File: src/rtl/fft_ctrl_if.sv
// Host <-> FFT controller bundle: sample load handshake, datapath addressing and unload stream.
interface fft_ctrl_if #(parameter int LOG2N = 4);
   logic             start;
   logic             write;
   logic             ready;
   logic             load_we;
   logic [LOG2N-1:0] load_addr;
   logic             bf_valid;
   logic [LOG2N-1:0] rd_addr_a;
   logic [LOG2N-1:0] rd_addr_b;
   logic [LOG2N-2:0] tw_addr;
   logic             en_a;
   logic             en_b;
   logic [LOG2N-1:0] wb_addr_a;
   logic [LOG2N-1:0] wb_addr_b;
   logic [3:0]       stage;
   logic [LOG2N-1:0] out_addr;
   logic             out_valid;
   logic [LOG2N-1:0] out_idx;
   logic             done;

   modport master (
      output start, write,
      input  ready, load_we, load_addr, bf_valid, rd_addr_a, rd_addr_b, tw_addr,
             en_a, en_b, wb_addr_a, wb_addr_b, stage, out_addr, out_valid, out_idx, done
   );

   modport slave (
      input  start, write,
      output ready, load_we, load_addr, bf_valid, rd_addr_a, rd_addr_b, tw_addr,
             en_a, en_b, wb_addr_a, wb_addr_b, stage, out_addr, out_valid, out_idx, done
   );
endinterface

File: src/rtl/fft_ctrl.sv
// In-place radix-2 DIT FFT sequencer: bit-reversed load, per-stage butterfly
// addressing with a BF_LAT write-back delay line, and natural-order unload.
module fft_ctrl #(
   parameter int LOG2N  = 4,
   parameter int BF_LAT = 2
) (
   input  logic       sys_clk,
   input  logic       sys_rst,
   fft_ctrl_if.slave  bus
);
   localparam int         N    = 1 << LOG2N;
   localparam int         CW   = LOG2N + 1;
   localparam int         SW   = $clog2(BF_LAT + 1);
   localparam logic [3:0] LAST = 4'(LOG2N - 1);

   typedef enum logic [2:0] {IDLE, LOAD, COMPUTE, STALL, UNLOAD} state_t;

   state_t           state_q;
   logic [CW-1:0]    cnt_q;
   logic [LOG2N-2:0] j_q;
   logic [3:0]       stage_q;
   logic [SW-1:0]    scnt_q;
   logic             out_valid_q, done_q;
   logic [LOG2N-1:0] out_idx_q;

   logic [BF_LAT-1:0]                 en_q;
   logic [BF_LAT-1:0][LOG2N-1:0]      wa_q, wb_q;

   logic             bf_valid, issue;
   logic [LOG2N-1:0] half, pos, addr_a, addr_b, lrev, out_addr;
   logic [LOG2N-2:0] tw;

   always_comb begin
      half   = LOG2N'(1) << stage_q;
      pos    = LOG2N'(j_q) & (half - LOG2N'(1));
      addr_a = ((LOG2N'(j_q) >> stage_q) << (stage_q + 4'd1)) | pos;
      addr_b = addr_a | half;
      tw     = (LOG2N-1)'(pos << (LAST - stage_q));
      for (int k = 0; k < LOG2N; k++) lrev[k] = cnt_q[LOG2N-1-k];
   end

   assign bf_valid = (state_q == COMPUTE);
   // cnt_q == N marks the drain cycle that lets the last read return before IDLE
   assign issue    = (state_q == UNLOAD) && !cnt_q[LOG2N];
   assign out_addr = issue ? cnt_q[LOG2N-1:0] : '0;

   assign bus.ready     = (state_q == IDLE);
   assign bus.load_we   = bus.write && (state_q == LOAD);
   assign bus.load_addr = lrev;
   assign bus.bf_valid  = bf_valid;
   assign bus.rd_addr_a = bf_valid ? addr_a : '0;
   assign bus.rd_addr_b = bf_valid ? addr_b : '0;
   assign bus.tw_addr   = bf_valid ? tw : '0;
   assign bus.stage     = bf_valid ? stage_q : '0;
   assign bus.en_a      = en_q[BF_LAT-1];
   assign bus.en_b      = en_q[BF_LAT-1];
   assign bus.wb_addr_a = wa_q[BF_LAT-1];
   assign bus.wb_addr_b = wb_q[BF_LAT-1];
   assign bus.out_addr  = out_addr;
   assign bus.out_valid = out_valid_q;
   assign bus.out_idx   = out_idx_q;
   assign bus.done      = done_q;

   always_ff @(posedge sys_clk or posedge sys_rst) begin
      if (sys_rst) begin
         en_q <= '0;
         wa_q <= '0;
         wb_q <= '0;
      end else begin
         en_q[0] <= bf_valid;
         wa_q[0] <= bus.rd_addr_a;
         wb_q[0] <= bus.rd_addr_b;
         for (int k = 1; k < BF_LAT; k++) begin
            en_q[k] <= en_q[k-1];
            wa_q[k] <= wa_q[k-1];
            wb_q[k] <= wb_q[k-1];
         end
      end
   end

   always_ff @(posedge sys_clk or posedge sys_rst) begin
      if (sys_rst) begin
         state_q     <= IDLE;
         cnt_q       <= '0;
         j_q         <= '0;
         stage_q     <= '0;
         scnt_q      <= '0;
         out_valid_q <= 1'b0;
         out_idx_q   <= '0;
         done_q      <= 1'b0;
      end else begin
         out_valid_q <= issue;
         out_idx_q   <= out_addr;
         done_q      <= issue && (cnt_q == CW'(N - 1));
         case (state_q)
            IDLE: if (bus.start) begin
               state_q <= LOAD;
               cnt_q   <= '0;
            end
            LOAD: if (bus.write) begin
               cnt_q <= cnt_q + CW'(1);
               if (cnt_q == CW'(N - 1)) begin
                  state_q <= COMPUTE;
                  j_q     <= '0;
                  stage_q <= '0;
               end
            end
            COMPUTE: begin
               j_q <= j_q + 1'b1;
               if (&j_q) begin
                  state_q <= STALL;
                  scnt_q  <= '0;
               end
            end
            STALL: begin
               scnt_q <= scnt_q + SW'(1);
               if (scnt_q == SW'(BF_LAT - 1)) begin
                  scnt_q <= '0;
                  j_q    <= '0;
                  if (stage_q == LAST) begin
                     state_q <= UNLOAD;
                     cnt_q   <= '0;
                  end else begin
                     state_q <= COMPUTE;
                     stage_q <= stage_q + 4'd1;
                  end
               end
            end
            UNLOAD: begin
               if (cnt_q[LOG2N]) state_q <= IDLE;
               else              cnt_q   <= cnt_q + CW'(1);
            end
            default: state_q <= IDLE;
         endcase
      end
   end
endmodule
File: src/flat_wrapper.sv
// flat-port wrapper written by rule: the top's interface ports become plain ports
module fft_ctrl_flat 
#(
   parameter int LOG2N  = 4,
   parameter int BF_LAT = 2
)
  (sys_clk, sys_rst, bus_start, bus_write, bus_ready, bus_load_we, bus_load_addr, bus_bf_valid, bus_rd_addr_a, bus_rd_addr_b, bus_tw_addr, bus_en_a, bus_en_b, bus_wb_addr_a, bus_wb_addr_b, bus_stage, bus_out_addr, bus_out_valid, bus_out_idx, bus_done);
  fft_ctrl_if #(.LOG2N(LOG2N)) bus_i ();
  input  logic sys_clk;
  input  logic sys_rst;
  input wire logic [$bits(bus_i.start)-1:0] bus_start;
  input wire logic [$bits(bus_i.write)-1:0] bus_write;
  output wire logic [$bits(bus_i.ready)-1:0] bus_ready;
  output wire logic [$bits(bus_i.load_we)-1:0] bus_load_we;
  output wire logic [$bits(bus_i.load_addr)-1:0] bus_load_addr;
  output wire logic [$bits(bus_i.bf_valid)-1:0] bus_bf_valid;
  output wire logic [$bits(bus_i.rd_addr_a)-1:0] bus_rd_addr_a;
  output wire logic [$bits(bus_i.rd_addr_b)-1:0] bus_rd_addr_b;
  output wire logic [$bits(bus_i.tw_addr)-1:0] bus_tw_addr;
  output wire logic [$bits(bus_i.en_a)-1:0] bus_en_a;
  output wire logic [$bits(bus_i.en_b)-1:0] bus_en_b;
  output wire logic [$bits(bus_i.wb_addr_a)-1:0] bus_wb_addr_a;
  output wire logic [$bits(bus_i.wb_addr_b)-1:0] bus_wb_addr_b;
  output wire logic [$bits(bus_i.stage)-1:0] bus_stage;
  output wire logic [$bits(bus_i.out_addr)-1:0] bus_out_addr;
  output wire logic [$bits(bus_i.out_valid)-1:0] bus_out_valid;
  output wire logic [$bits(bus_i.out_idx)-1:0] bus_out_idx;
  output wire logic [$bits(bus_i.done)-1:0] bus_done;
  assign bus_i.start = bus_start;
  assign bus_i.write = bus_write;
  assign bus_ready = bus_i.ready;
  assign bus_load_we = bus_i.load_we;
  assign bus_load_addr = bus_i.load_addr;
  assign bus_bf_valid = bus_i.bf_valid;
  assign bus_rd_addr_a = bus_i.rd_addr_a;
  assign bus_rd_addr_b = bus_i.rd_addr_b;
  assign bus_tw_addr = bus_i.tw_addr;
  assign bus_en_a = bus_i.en_a;
  assign bus_en_b = bus_i.en_b;
  assign bus_wb_addr_a = bus_i.wb_addr_a;
  assign bus_wb_addr_b = bus_i.wb_addr_b;
  assign bus_stage = bus_i.stage;
  assign bus_out_addr = bus_i.out_addr;
  assign bus_out_valid = bus_i.out_valid;
  assign bus_out_idx = bus_i.out_idx;
  assign bus_done = bus_i.done;
  fft_ctrl #(.LOG2N(LOG2N), .BF_LAT(BF_LAT)) u_core (.sys_clk(sys_clk), .sys_rst(sys_rst), .bus(bus_i));
endmodule
File: config.mk
export PLATFORM = sky130hd
export DESIGN_NAME = fft_ctrl_flat
export DESIGN_NICKNAME = d
export VERILOG_FILES = /design/src/rtl/fft_ctrl_if.sv /design/src/rtl/fft_ctrl.sv /design/src/flat_wrapper.sv
export SDC_FILE = /design/constraint.sdc
export NUM_CORES = 1
export LEC_CHECK = 0
export CAP_MARGIN = 20
export CORE_MARGIN = 2
export CORE_UTILIZATION = 45
export CTS_CLUSTER_SIZE = 12
export DETAILED_ROUTE_END_ITERATION = 7
export GPL_ROUTABILITY_DRIVEN = 0
export PLACE_DENSITY = 0.72
export SYNTH_ARGS = -nofsm -noshare
export SYNTH_HDL_FRONTEND = slang
export SYNTH_SLANG_ARGS = --single-unit
File: constraint.sdc
create_clock -name sys_clk -period 3.2 [get_ports sys_clk]
set_input_delay 0.96 -clock sys_clk [delete_from_list [all_inputs] [get_ports sys_clk]]
set_output_delay 0.96 -clock sys_clk [all_outputs]
set_load 0.02 [all_outputs]
# Yosys cells after proc, flatten, opt, wreduce, memory -nomap -nowiden
# Cells that the tools add are included.
dict set report totals {
  register_bits 41
  out_inout_bits 42
  word_cells 90
  input_bits 4
}
dict set report classes {
  n_shift 4
  eq_ne 16
  bitwise 3
  reduce_logical 16
  n_addsub 6
  muxes 31
}
# cell n
set op_table {}
lappend op_table {{2-to-1 mux 3 bit} 11}
lappend op_table {{2-to-1 mux 4 bit} 8}
lappend op_table {{2-to-1 mux 5 bit} 5}
lappend op_table {{case mux 5 bit (4 select lines)} 1}
lappend op_table {{case mux 3 bit (5 select lines)} 1}
lappend op_table {{!= test 2 bit, second input constant} 6}
lappend op_table {{AND reduction 6 bit} 2}
lappend op_table {{AND reduction 5 bit} 2}
lappend op_table {{case mux 3 bit (3 select lines)} 1}
lappend op_table {{bitwise OR 4 bit} 2}
lappend op_table {{case mux 4 bit (2 select lines)} 1}
lappend op_table {{equality test 3 x 2 -> 1 bit, second input constant} 2}
lappend op_table {{!= test 2 x 1 -> 1 bit, second input constant} 3}
lappend op_table {{adder 5 x 1 -> 5 bit, second input constant} 1}
lappend op_table {{equality test 5 x 4 -> 1 bit, second input constant} 1}
lappend op_table {{adder 4 x 1 -> 4 bit, second input constant} 1}
lappend op_table {{bitwise AND 3 x 4 -> 4 bit} 1}
lappend op_table {{equality test 4 x 2 -> 1 bit, second input constant} 1}
lappend op_table {{2-to-1 mux 2 bit} 2}
lappend op_table {{case mux 2 bit (2 select lines)} 1}
lappend op_table {{AND reduction 4 bit} 1}
lappend op_table {{nonzero test 2 bit} 2}
lappend op_table {{nonzero test 4 bit} 1}
lappend op_table {{<< shifter 1 x 4 -> 4 bit, first input constant} 1}
lappend op_table {{other kinds (16)} 18}

# Depth between registers and ports, before layout
# Gate-level depths: netlist of run 1.
dict set report logic_depth {
  depth_word 6
  mapped_depth 8
  depth_no_buf 7
}

# Worst setup path before layout of run 1
# Ideal clock, no wire load.
dict set report synth_path {
  path_type {reg2out}
  startpoint {register u_core.stage_q[0]}
  endpoint {output port bus_tw_addr[1]}
  n_path_buf 0
  arrival_time_ps 2262
  path_slack_ps -22
  required_ps 2240
  path_stages_with_launch 6
  cell_sequence {dfrtp_1 > or4_2 > ha_1 > nor2b_1 > mux2i_1 > nor3b_1}
}
dict set report synth_between {
  elab_chain_cells 5
  word_cells_on_any_way 6
  classes_between {add/sub (2); shift (2); mux (1); bitwise (1)}
}
# item line
set synth_rtl {}
lappend synth_rtl {{from (decl)} fft_ctrl.sv:21} ;# logic [3:0] stage_q;
lappend synth_rtl {{from (signal assigned)} fft_ctrl.sv:125} ;# stage_q <= stage_q + 4'd1;
lappend synth_rtl {{<< shifter 1 x 4 -> 4 bit} fft_ctrl.sv:34} ;# half = LOG2N'(1) << stage_q;
lappend synth_rtl {{subtractor 4 x 1 -> 4 bit} fft_ctrl.sv:35} ;# pos = LOG2N'(j_q) & (half - LOG2N'(1));
lappend synth_rtl {{bitwise AND 3 x 4 -> 4 bit} fft_ctrl.sv:35}
lappend synth_rtl {{<< shifter 4 x 4 -> 3 bit (*)} fft_ctrl.sv:38} ;# tw = (LOG2N-1)'(pos << (LAST - stage_q));
lappend synth_rtl {{2-to-1 mux 3 bit (*)} fft_ctrl.sv:53} ;# assign bus.tw_addr = bf_valid ? tw : '0;
lappend synth_rtl {{to (decl)} flat_wrapper.sv:19} ;# output wire logic [$bits(bus_i.tw_addr)-1:0] bus_tw_addr;
# Every way passes the cells marked *; elsewhere a longest branch is shown, timed or not.

# Final worst setup path of run 1
dict set report layout_path {
  startpoint {register u_core.stage_q[0]}
  endpoint {output port bus_rd_addr_b[0]}
}
dict set report layout_between {
  elab_chain_cells 6
  word_cells_on_any_way 9
  classes_between {add/sub (2); shift (3); mux (1); bitwise (3)}
}
# item line
set layout_rtl {}
lappend layout_rtl {{parallel branches: the longest is 4 deep, another holds adder 4 x 1 -> 4 bit} --}
lappend layout_rtl {{bitwise OR 4 bit (*)} fft_ctrl.sv:37} ;# addr_b = addr_a | half;
lappend layout_rtl {{2-to-1 mux 4 bit (*)} fft_ctrl.sv:52} ;# assign bus.rd_addr_b = bf_valid ? addr_b : '0;
lappend layout_rtl {{to (decl)} flat_wrapper.sv:18} ;# output wire logic [$bits(bus_i.rd_addr_b)-1:0] bus_rd_addr_b;
# Every way passes the cells marked *.

==> results.md, run 1 <==
* Max-Cap Viols at 0
* CTS root buf: clkbuf_8
* Die ar. at between 5000 and 6000 um^2
* Fraction of synthesized area in multiplexers at 0.0388
* Layout cells sized above 1 at 0.228
* Hold_ws at approximately 0.35 ns
* Clk slew on worst S/H paths at 0.08 ns
* Minimum clock period at 3.20 ns
* DR iter-0 viols at 122
* Commonest non-fill, non-tap cell in the layout: dfrtp_1
* Via Count at around 1.8k
* Slew HR at 0.669
* Max incr delay on CP at approximately 0.56 ns
* Combinational family with the most area after synthesis: simple AND/OR/NAND/NOR gates
* R2R Setup Slk at 1.02 ns
* Critical path's top delay family: simple AND/OR/NAND/NOR gates
* Leak at between 1 and 1.5 nW
* Crit share post-route at 1.00
* Residual DRC count at 0
* Critical-path top delay cell: or4b_4
* Routed Antenna Nets at 0
* Crit path capture: bus_rd_addr_b[0]
* Global route overflow at 0
* Stages on the worst setup path at 6
* WHS Path Cells at 0
* CP Capture Type: output pin
* Synth Instances at approximately 210
* Wirelength per Cell at approximately 15 um
* Worst clock skew at approximately 0.01 ns
* Total CTS buffers at 5
* Routed WL at 4.82 mm
* Overall Global Routing Usage at 0.185
* Initial Util at 0.463
* Critical path origin: u_core.stage_q[0]
* FF+latch count, synth at between 40 and 50
* Max Slew Vio Count at 0
* Row count at 25
* TritonCTS clock tree: yes
* Pin count of the biggest net entering global routing at 42
* Synth Cell Area at between 2000 and 2500 um^2
* Reg2reg start: u_core.cnt_q[0]
* Synth Area in Adders at 0.0464
* Die X at between 70 and 80 um
* Critical path class: reg2out
* Critical Path RT at 2.24 ns
* Initial antenna violation count at 0
* R2R Path End: u_core.j_q[0]
* Post-synth EDFFs at 0
* Layout Area Growth over Synthesis at 34.8%
* CTS Sinks at between 40 and 50
* Worst Reg-to-Reg Cells at 7
* PwrDens at around 800 nW/um^2
* Worst hold start: u_core.wa_q[0]
* Dominant synthesized flop cell: dfrtp_1
* Hpwl dp at between 3 and 4 mm
* RSZ-0062 raised after global routing: true
* Peak VDD IR at ~340 uV
* Xor and xnor area share after synthesis at 0.00812
* Synth Net Count at 221
* Hold Path Class: reg2reg
* Status: complete, no violations
* # setup viols final at 0
* WP buf/inv at 2
* Drt via density at roughly 5.5
* Sequential element share of the synthesized area at 0.475
* Fmax at 313 MHz
* Vias in the first global route at between 1.5k and 2k
* Antenna diode count at 0
* Nets at between 200 and 300
* Drt first pass iters at 4
* First-pass GRT wire length at 7.67 mm
* CP Launch Type: flip-flop
* Total power at 2.35 mW
* Commonest cells after routing, fill and taps aside: dfrtp_1, clkdlybuf4s50_1, buf_4, nand2_1, nor2_1
* Post-synthesis area per instance at about 10 um^2
* Port bufs at 45
* I/O pins at 46
* Synth async-reset ratio at 1.00
* Worst path arrival time at roughly 2.2 ns
* H-tree depth at 2
* Crit-path cells: buf_8 -> nand2b_4 -> or3_4 -> or4b_4 -> a31oi_4 -> buf_6
* Core Area at between 4000 and 5000 um^2
* Die height at around 73 um
* Slew of the pin with the lowest slew margin at between 0.4 and 0.5 ns
* Compound-Gate Fraction of Synth Area at 0.144
* Clock buffer depth at 2
* Library cells used by synthesis at 53
* Clock Latency Late Sink at 0.30 ns
* Post-synthesis simple-gate area fraction at 0.206
* Hold Violations, Final at 0
* Yosys warns at 0
* Worst Path Max Fanout at 13
-- timing repair --
item	in CTS	in global routing
resized for setup	44	13
hold buffers	0	0
pin swaps	3	3
endpoints found under the setup margin	12	13
setup buffers	2	3
-- layer usage --
metal | global-route usage | vias to the layer above | part of all wire
met1 | 0.271 | 842 | 0.46
met2 | 0.277 | 57 | 0.48
li1 | - | 850 | -
met5 | 0 | - | 0
met3 | 0.0370 | 6 | 0.047
met4 | 0.0556 | 0 | 0.016
-- cell usage after synthesis (all sizes together), types with 3 or more instances --
cell    instances  area [um^2]
dfrtp          41         1030
o41ai           3         26.3
ha              8          100
a21oi          10         50.1
o32ai           3         26.3
a22o            3         26.3
and3            4         25.0
nor3            7         35.0
nor2           11         41.3
nand2          11         41.3
nor2b           7         43.8
nand3           6         30.0
buf            18          123
nand2b          3         26.3
mux2i           5         50.1
inv            10         37.5
o22ai           3         18.8
clkbuf          4         15.0
o21ai           6         30.0
mux2            3         33.8
a31oi           3         33.8
and2            8         50.1
nand3b          3         22.5
-- per-stage QoR --
stage / TNS [ns] / cells / utilization / cell area, um^2 / worst slack, ns
2_1_floorplan: 0 / 209 / - / 2160 / 0.127
3_3_place_gp: -1.14 / 309 / 0.583 / 2720 / -0.179
3_5_place_dp: -1.32 / 309 / 0.583 / 2720 / -0.185
4_1_cts: 0 / 318 / 0.610 / 2840 / 0.0187
5_1_grt: -0.133 / 321 / 0.624 / 2910 / -0.0531
6_report: 0 / 321 / 0.624 / 2910 / 0.000593
-- kinds of logic after synthesis --
group / Yosys count
flip-flops: 41
AO/OA/AOI/OAI: 43
XOR/XNOR: 2
adder cells (fa/ha/maj): 8
multiplexers: 8
AND/OR/NAND/NOR: 75
buffers and inverters: 32
-- power breakdown --
part / internal, mW / switching [mW]
sequential: 0.607 / 0.0956
clock: 0.227 / 0.172
combinational: 0.605 / 0.647
total: 1.44 / 0.915
-- registers in the layout, indices dropped and copies added, names as in the netlist --
name,cells
u_core.bus.wb_addr_b,4
u_core.bus.done,1
u_core.wa_q,4
u_core.en_q,2
u_core.stage_q,4
u_core.bus.out_idx,4
u_core.bus.wb_addr_a,4
u_core.j_q,3
u_core.scnt_q,2
u_core.wb_q,4
u_core.state_q,3
u_core.cnt_q,5
u_core.bus.out_valid,1
-- how the worst min path moves through the flow --
stage,slack (ns),to
after global placement,0.33,u_core.bus.wb_addr_a[0]
after detailed placement,0.33,u_core.bus.wb_addr_a[0]
after CTS,0.35,u_core.bus.wb_addr_a[0]
after floorplan,0.33,u_core.bus.wb_addr_a[0]
after global routing,0.36,u_core.bus.wb_addr_a[1]
final,0.35,u_core.bus.wb_addr_a[0]
-- layout make-up --
| cell class | count | area, um^2 |
|---|---|---|
| fillers | 389 | 1750 |
| multi-input cells | 136 | 1010 |
| well taps | 54 | 67.6 |
| repair buffers | 73 | 661 |
| inverters | 10 | 37.5 |
| clock buffers | 5 | 68.8 |
| flip-flops and latches | 41 | 1030 |
| clock inverters | 2 | 35.0 |
No activity file was read; power rests on OpenSTA's default activity.
==> run 2: changes to the inputs <==
--- a/config.mk
+++ b/config.mk
@@ -11,6 +11,7 @@
 export CTS_CLUSTER_SIZE = 12
 export DETAILED_ROUTE_END_ITERATION = 7
 export GPL_ROUTABILITY_DRIVEN = 0
+export GPL_TIMING_DRIVEN = 0
 export PLACE_DENSITY = 0.72
 export SYNTH_ARGS = -nofsm -noshare
 export SYNTH_HDL_FRONTEND = slang
==> run 2 against run 1 <==
Wire length decreased by 3.8%. Design area decreased by 1.4%. Final cell count unchanged. Combinational power decreased by 11%. First-iteration DRC count increased by 16%. Hold slack improved by 0.0016 ns. Global-route usage decreased by 0.86 points. Non-clock buffer count decreased by 1. Maximum frequency increased by 1.4%. Largest power group unchanged. Highest routed layer unchanged.
==> results.md, run 2 (synthesized netlist as in run 1, its figures left out) <==
* DR iter-0 viols at 142
* Sequential Power Share at 0.331
* Pre-CTS WS at -0.427 ns
* Worst path arrival time at ~2.2 ns
* Peak VDD IR at 336 uV
* Nets at 278
* CTS Sinks at 41
* Worst Path Max Fanout at 7
* Layout Area Growth over Synthesis at 32.9%
* Leak at 1.36 nW
* Overall Global Routing Usage at 0.177
* Clk slew on worst S/H paths at 0.09 ns
* Slew HR at 0.440
* Hold Violations, Final at 0
* Max Slew Vio Count at 0
* Initial antenna violation count at 0
* Routed Antenna Nets at 0
* Worst Reg-to-Reg Cells at 7
* Filler cells at 380
* Clock buffer depth at 2
* CP Capture Type: output pin
* Final core occ at 0.616
* First-pass GRT wire length at 7.34 mm
* Clock group share of total power at 0.156
* Cell Count Post-Placement at just over 300
* Antenna diode count at 0
* Row count at 25
* Area after DPL at 2680 um^2
* Via Count at between 1.5k and 2k
* Setup WS post-layout at about 0.044 ns
* Slew of the pin with the lowest slew margin at ~0.84 ns
* H-tree depth at 2
* Most flops, register: u_core.cnt_q
* Fin cells at about 320
* Drt first pass iters at 4
* Crit share post-route at 0.986
* Die height at approximately 73 um
* Initial Util at 0.463
* Critical path class: reg2out
* CTS root buf: clkbuf_8
* Critical path origin: u_core.stage_q[1]
* Commonest non-fill, non-tap cell in the layout: dfrtp_1
* WHS Path Cells at 0
* PwrDens at around 750 nW/um^2
* Pint at 1.26 mW
* Sw frac at 0.415
* Wirelength per Cell at approximately 14 um
* Minimum clock period at 3.16 ns
* # setup viols final at 0
* Psw at about 900 uW
* CP Launch Type: flip-flop
* Worst clock skew at 0.0150 ns
* TritonCTS clock tree: yes
* Max FFs per register at 5
* Reg2reg start: u_core.cnt_q[0]
* Pin count of the biggest net entering global routing at 42
* Routed WL at ~4.6 mm
* Vias in the first global route at between 1.5k and 2k
* Global route overflow at 0
* Status: complete, no violations
* Die ar. at between 5000 and 6000 um^2
* Total Neg Setup Slack at 0 ns
* Critical Path RT at ~2.2 ns
* Port bufs at 45
* Hpwl dp at around 3.2 mm
* Residual DRC count at 0
* Layout cells sized above 1 at 0.255
* Hold Path Class: reg2reg
* Fmax at about 320 MHz
* Hold-fix buffers at CTS at 0
* Commonest cells after routing, fill and taps aside: dfrtp_1, clkdlybuf4s50_1, buf_4, nand2_1, nor2_1
* Layout Cell Area excl Fill at approximately 2900 um^2
* Die X at between 70 and 80 um
* Clock Latency Late Sink at about 0.3 ns
* Worst hold start: u_core.wa_q[0]
* Combinational share of power at 0.514
* Core Area at 4660 um^2
* Max-Cap Viols at 0
* Total CTS buffers at 5
* I/O pins at 46
* Drt via density at approximately 5.5
-- run 2: path summary, 6_finish.rpt --
| path | endpoint | slack, ns |
|---|---|---|
| worst max-delay path | bus_rd_addr_b[1] | 0.04 |
| worst min-delay path | u_core.bus.wb_addr_a[0] | 0.35 |
| worst max register to register | u_core.j_q[0] | 1.02 |
| worst min register to register | u_core.bus.wb_addr_a[0] | 0.35 |
| max in group asynchronous | u_core.stage_q[3] | 1.48 |
| min in group asynchronous | u_core.stage_q[2] | 1.15 |
-- run 2: timing repair --
| action | in CTS | in global routing |
|---|---|---|
| pin swaps | 1 | 3 |
| setup endpoints to repair | 18 | 15 |
| gates resized for setup | 50 | 21 |
| endpoints found under the hold margin | 0 | 0 |
| buffers inserted | 2 | 3 |
-- run 2: worst max-delay path: stages (launching register included) --
cell	delay, ns
dfrtp_2	0.46
or4_4	0.57
ha_4	0.23
nor2b_2	0.19
a31oi_2	0.09
a21oi_2	0.20
buf_4	0.16
-- run 2: layout make-up --
class	count	area, um^2	area share
plain buffers	22	143	0.0497
repair buffers	50	472	0.164
well taps	54	67.6	0.0235
clock buffers	5	68.8	0.0240
multi-input cells	136	1030	0.360
clock inverters	3	17.5	0.00611
flip-flops and latches	41	1030	0.359
inverters	10	37.5	0.0131
-- run 2: power groups by stage --
stage / clock network (mW) / registers [mW] / logic (mW)
2_1_floorplan: 0 / 0.699 / 0.728
3_3_place_gp: 0 / 0.716 / 0.968
3_5_place_dp: 0 / 0.721 / 0.976
4_1_cts: 0.346 / 0.711 / 1.01
5_1_grt: 0.368 / 0.731 / 1.20
6_report: 0.336 / 0.715 / 1.11
-- run 2: per-stage QoR --
stage,hold slack [ns],total power [mW]
CTS,0.352,2.07
detailed placement,0.335,1.70
finish,0.350,2.16
global placement,0.332,1.68
global route,0.360,2.30
floorplan,0.331,1.43
-- run 2: routing by layer --
metal / global-route usage / vias to the layer above / part of all wire
met5: 0 / - / 0
li1: - / 853 / -
met1: 0.263 / 852 / 0.48
met2: 0.259 / 58 / 0.46
met4: 0.0597 / 0 / 0.011
met3: 0.0316 / 4 / 0.056
==> run 3: changes to the inputs <==
--- a/config.mk
+++ b/config.mk
@@ -5,6 +5,7 @@
 export SDC_FILE = /design/constraint.sdc
 export NUM_CORES = 1
 export LEC_CHECK = 0
+export ABC_AREA = 1
 export CAP_MARGIN = 20
 export CORE_MARGIN = 2
 export CORE_UTILIZATION = 45
@@ -12,7 +13,7 @@
 export DETAILED_ROUTE_END_ITERATION = 7
 export GPL_ROUTABILITY_DRIVEN = 0
 export GPL_TIMING_DRIVEN = 0
-export PLACE_DENSITY = 0.72
+export PLACE_DENSITY = 0.71
 export SYNTH_ARGS = -nofsm -noshare
 export SYNTH_HDL_FRONTEND = slang
 export SYNTH_SLANG_ARGS = --single-unit
==> run 3 against run 2 <==
Maximum frequency is 0.21% higher. Utilization is 0.98 points higher. Worst setup slack better by 0.0067 ns. Die area rose by 4.1%. First-iteration DRC count shrank 27%. Design area rose by 4.3%. Clock-buffer cell count unchanged. Non-clock buffer count decreased by 6. Flip-flop and latch count unchanged. Register-to-register slack improved by 0.47 ns. Synthesized cell count up 30%.
==> results.md, run 3 <==
* Synth async-reset ratio at 1.00
* Wirelength per Cell at ~12 um
* DR iter-0 viols at between 100 and 150
* Critical-path top delay cell: dfrtp_1
* Via Count at about 1.9k
* Setup WS post-layout at a little over 0.05 ns
* Max-Cap Viols at 0
* Hpwl dp at between 3 and 4 mm
* Max Slew Vio Count at 0
* Commonest cells in the netlist: nand2_1, dfrtp_1, nor2_1, inv_1
* Die X at 74.7 um
* Crit share post-route at 0.984
* WL met2 at approximately 2.2 mm
* Cell Count Post-Placement at roughly 380
* Antenna diode count at 0
* Overall Global Routing Usage at 0.175
* Library cells used by synthesis at 29
* Row count at 25
* Peak VDD IR at 588 uV
* Nets at between 300 and 400
* Routed Antenna Nets at 0
* Filler cells at around 430
* TritonCTS clock tree: yes
* Slew HR at 0.436
* Synth Cell Area at around 2300 um^2
* Status: complete, no violations
* Max incr delay on CP at around 0.38 ns
* Pre-CTS WS at -0.226 ns
* Final core occ at 0.625
* CP Capture Type: output pin
* Die height at between 70 and 80 um
* Worst Path Max Fanout at 8
* Most numerous cell in the Yosys netlist: nand2_1
* First-pass GRT wire length at around 7.4 mm
* FF+latch count, synth at 41
* Global route overflow at 0
* CP most frequent cell: nand2_1
* Highest routed metal layer: met4
* Core Area at 4790 um^2
* Worst clock skew at about 0.0042 ns
* Max FFs per register at 5
* Hold_ws at roughly 0.35 ns
* Vias in the first global route at ~1.7k
* Routed WL at between 4 and 5 mm
* Synth Instances at ~270
* Fin cells at 396
* Port bufs at between 40 and 50
* Largest cells by area after synthesis: dfrtp_1, nand2_1, nor2_1
* Hold Violations, Final at 0
* PwrDens at about 830 nW/um^2
* H-tree depth at 2
* Most flops, register: u_core.cnt_q
* # setup viols final at 0
* RSZ-0062 raised after global routing: true
* Initial Util at 0.471
* Leak at 1.63 nW
* Total Neg Setup Slack at 0 ns
* Crit-path cells: buf_6 -> clkinvlp_4 -> nor2_4 -> nand2_1 -> ha_1 -> or2_4 -> nand2_1 -> nand2_1 -> inv_1 -> clkdlybuf4s15_2
* Sequential element share of the synthesized area at 0.456
* Dominant synthesized flop cell: dfrtp_1
* CTS root buf: clkbuf_8
* Commonest non-fill, non-tap cell in the layout: nand2_1
* Yosys warns at 0
* Register Area at about 1000 um^2
* Leading area contributor after synthesis: dfrtp_1
* Total CTS buffers at 5
* Worst path arrival time at ~2.2 ns
* Layout cells sized above 1 at 0.252
* Clock buffer depth at 2
* Clock Latency Late Sink at ~0.29 ns
* Pin count of the biggest net entering global routing at between 40 and 50
* Residual DRC count at 0
* Fmax at 318 MHz
* Initial antenna violation count at 0
* Critical path class: reg2out
* Slew of the pin with the lowest slew margin at roughly 0.84 ns
* M1 WL at between 2 and 2.5 mm
* Layout Area Growth over Synthesis at 32.9%
* CTS Sinks at just over 40
* I/O pins at 46
* Minimum clock period at 3.15 ns
* Die ar. at around 5600 um^2
* Commonest cells after routing, fill and taps aside: nand2_1, dfrtp_1, nor2_1, clkdlybuf4s50_1, inv_1
* Synth Net Count at roughly 280
* CP Launch Type: flip-flop
* Post-synth EDFFs at 0
* Hold Path Class: reg2reg
* Drt via density at 4.69
* Critical Path RT at approximately 2.2 ns
* Area of the multi-input gates at 997 um^2
* Clk slew on worst S/H paths at roughly 0.08 ns
* Synth top area share at 0.456
* Met3 routed WL at about 200 um
* Post-synthesis area per instance at roughly 8.3 um^2
* Drt first pass iters at 4
-- run 3: where the power goes --
group	total, mW	leakage (nW)	internal (mW)	switching (mW)
clock	0.490	0.0681	0.310	0.180
combinational	1.28	1.00	0.506	0.779
sequential	0.723	0.556	0.630	0.0937
-- run 3: cell type report --
cell class	count	share of cell area
clock inverters	3	0.0217
well taps	67	0.0280
flip-flops and latches	41	0.343
inverters	39	0.0518
repair buffers	49	0.156
clock buffers	5	0.0230
multi-input cells	175	0.333
plain buffers	17	0.0431
-- run 3: worst paths after layout --
path,start,to,slack (ns),depth (start not counted)
setup / recovery,u_core.stage_q[0],bus_rd_addr_a[1],0.05,10
hold / removal,u_core.wa_q[3],u_core.bus.wb_addr_a[3],0.35,0
setup reg to reg,u_core.stage_q[0],u_core.wb_q[2],1.49,12
hold reg to reg,u_core.wa_q[3],u_core.bus.wb_addr_a[3],0.35,0
max in group asynchronous,sys_rst,u_core.stage_q[2],1.47,2
min in group asynchronous,sys_rst,u_core.bus.wb_addr_b[3],1.16,2
-- run 3: what timing repair did --
action | 4_1_cts | 5_1_grt
cloned | 0 | 0
hold buffers | 0 | 0
setup buffers | 0 | 4
setup endpoints to repair | 12 | 10
pin swaps | 0 | 6
gates resized for setup | 33 | 20
-- run 3: metrics by stage --
| step | cell area [um^2] | total power [mW] |
|---|---|---|
| global route | 2990 | 2.68 |
| floorplan | 2250 | 1.62 |
| detailed placement | 2790 | 1.97 |
| CTS | 2920 | 2.45 |
| global placement | 2790 | 1.94 |
| finish | 2990 | 2.50 |
-- run 3: logic make-up after synthesis --
group	synth area share
AOI/OAI and AO/OA	0.0544
buffers and inverters	0.121
DFF	0.456
and+or+nand+nor	0.309
xor gates and xnor gates	0.0156
adders and majority gates	0.0444
-- run 3: critical path, delay by kind of cell (launching register included) --
kind	cells	cell delay (ns)
buf+inv	4	0.64
simple gates	5	0.61
flops	1	0.38
fa+ha+maj	1	0.27
-- run 3: routing by layer --
metal / vias to the layer above / global-route usage
li1: 938 / -
met4: 0 / 0.0595
met5: - / 0
met1: 852 / 0.237
met3: 8 / 0.0361
met2: 59 / 0.282
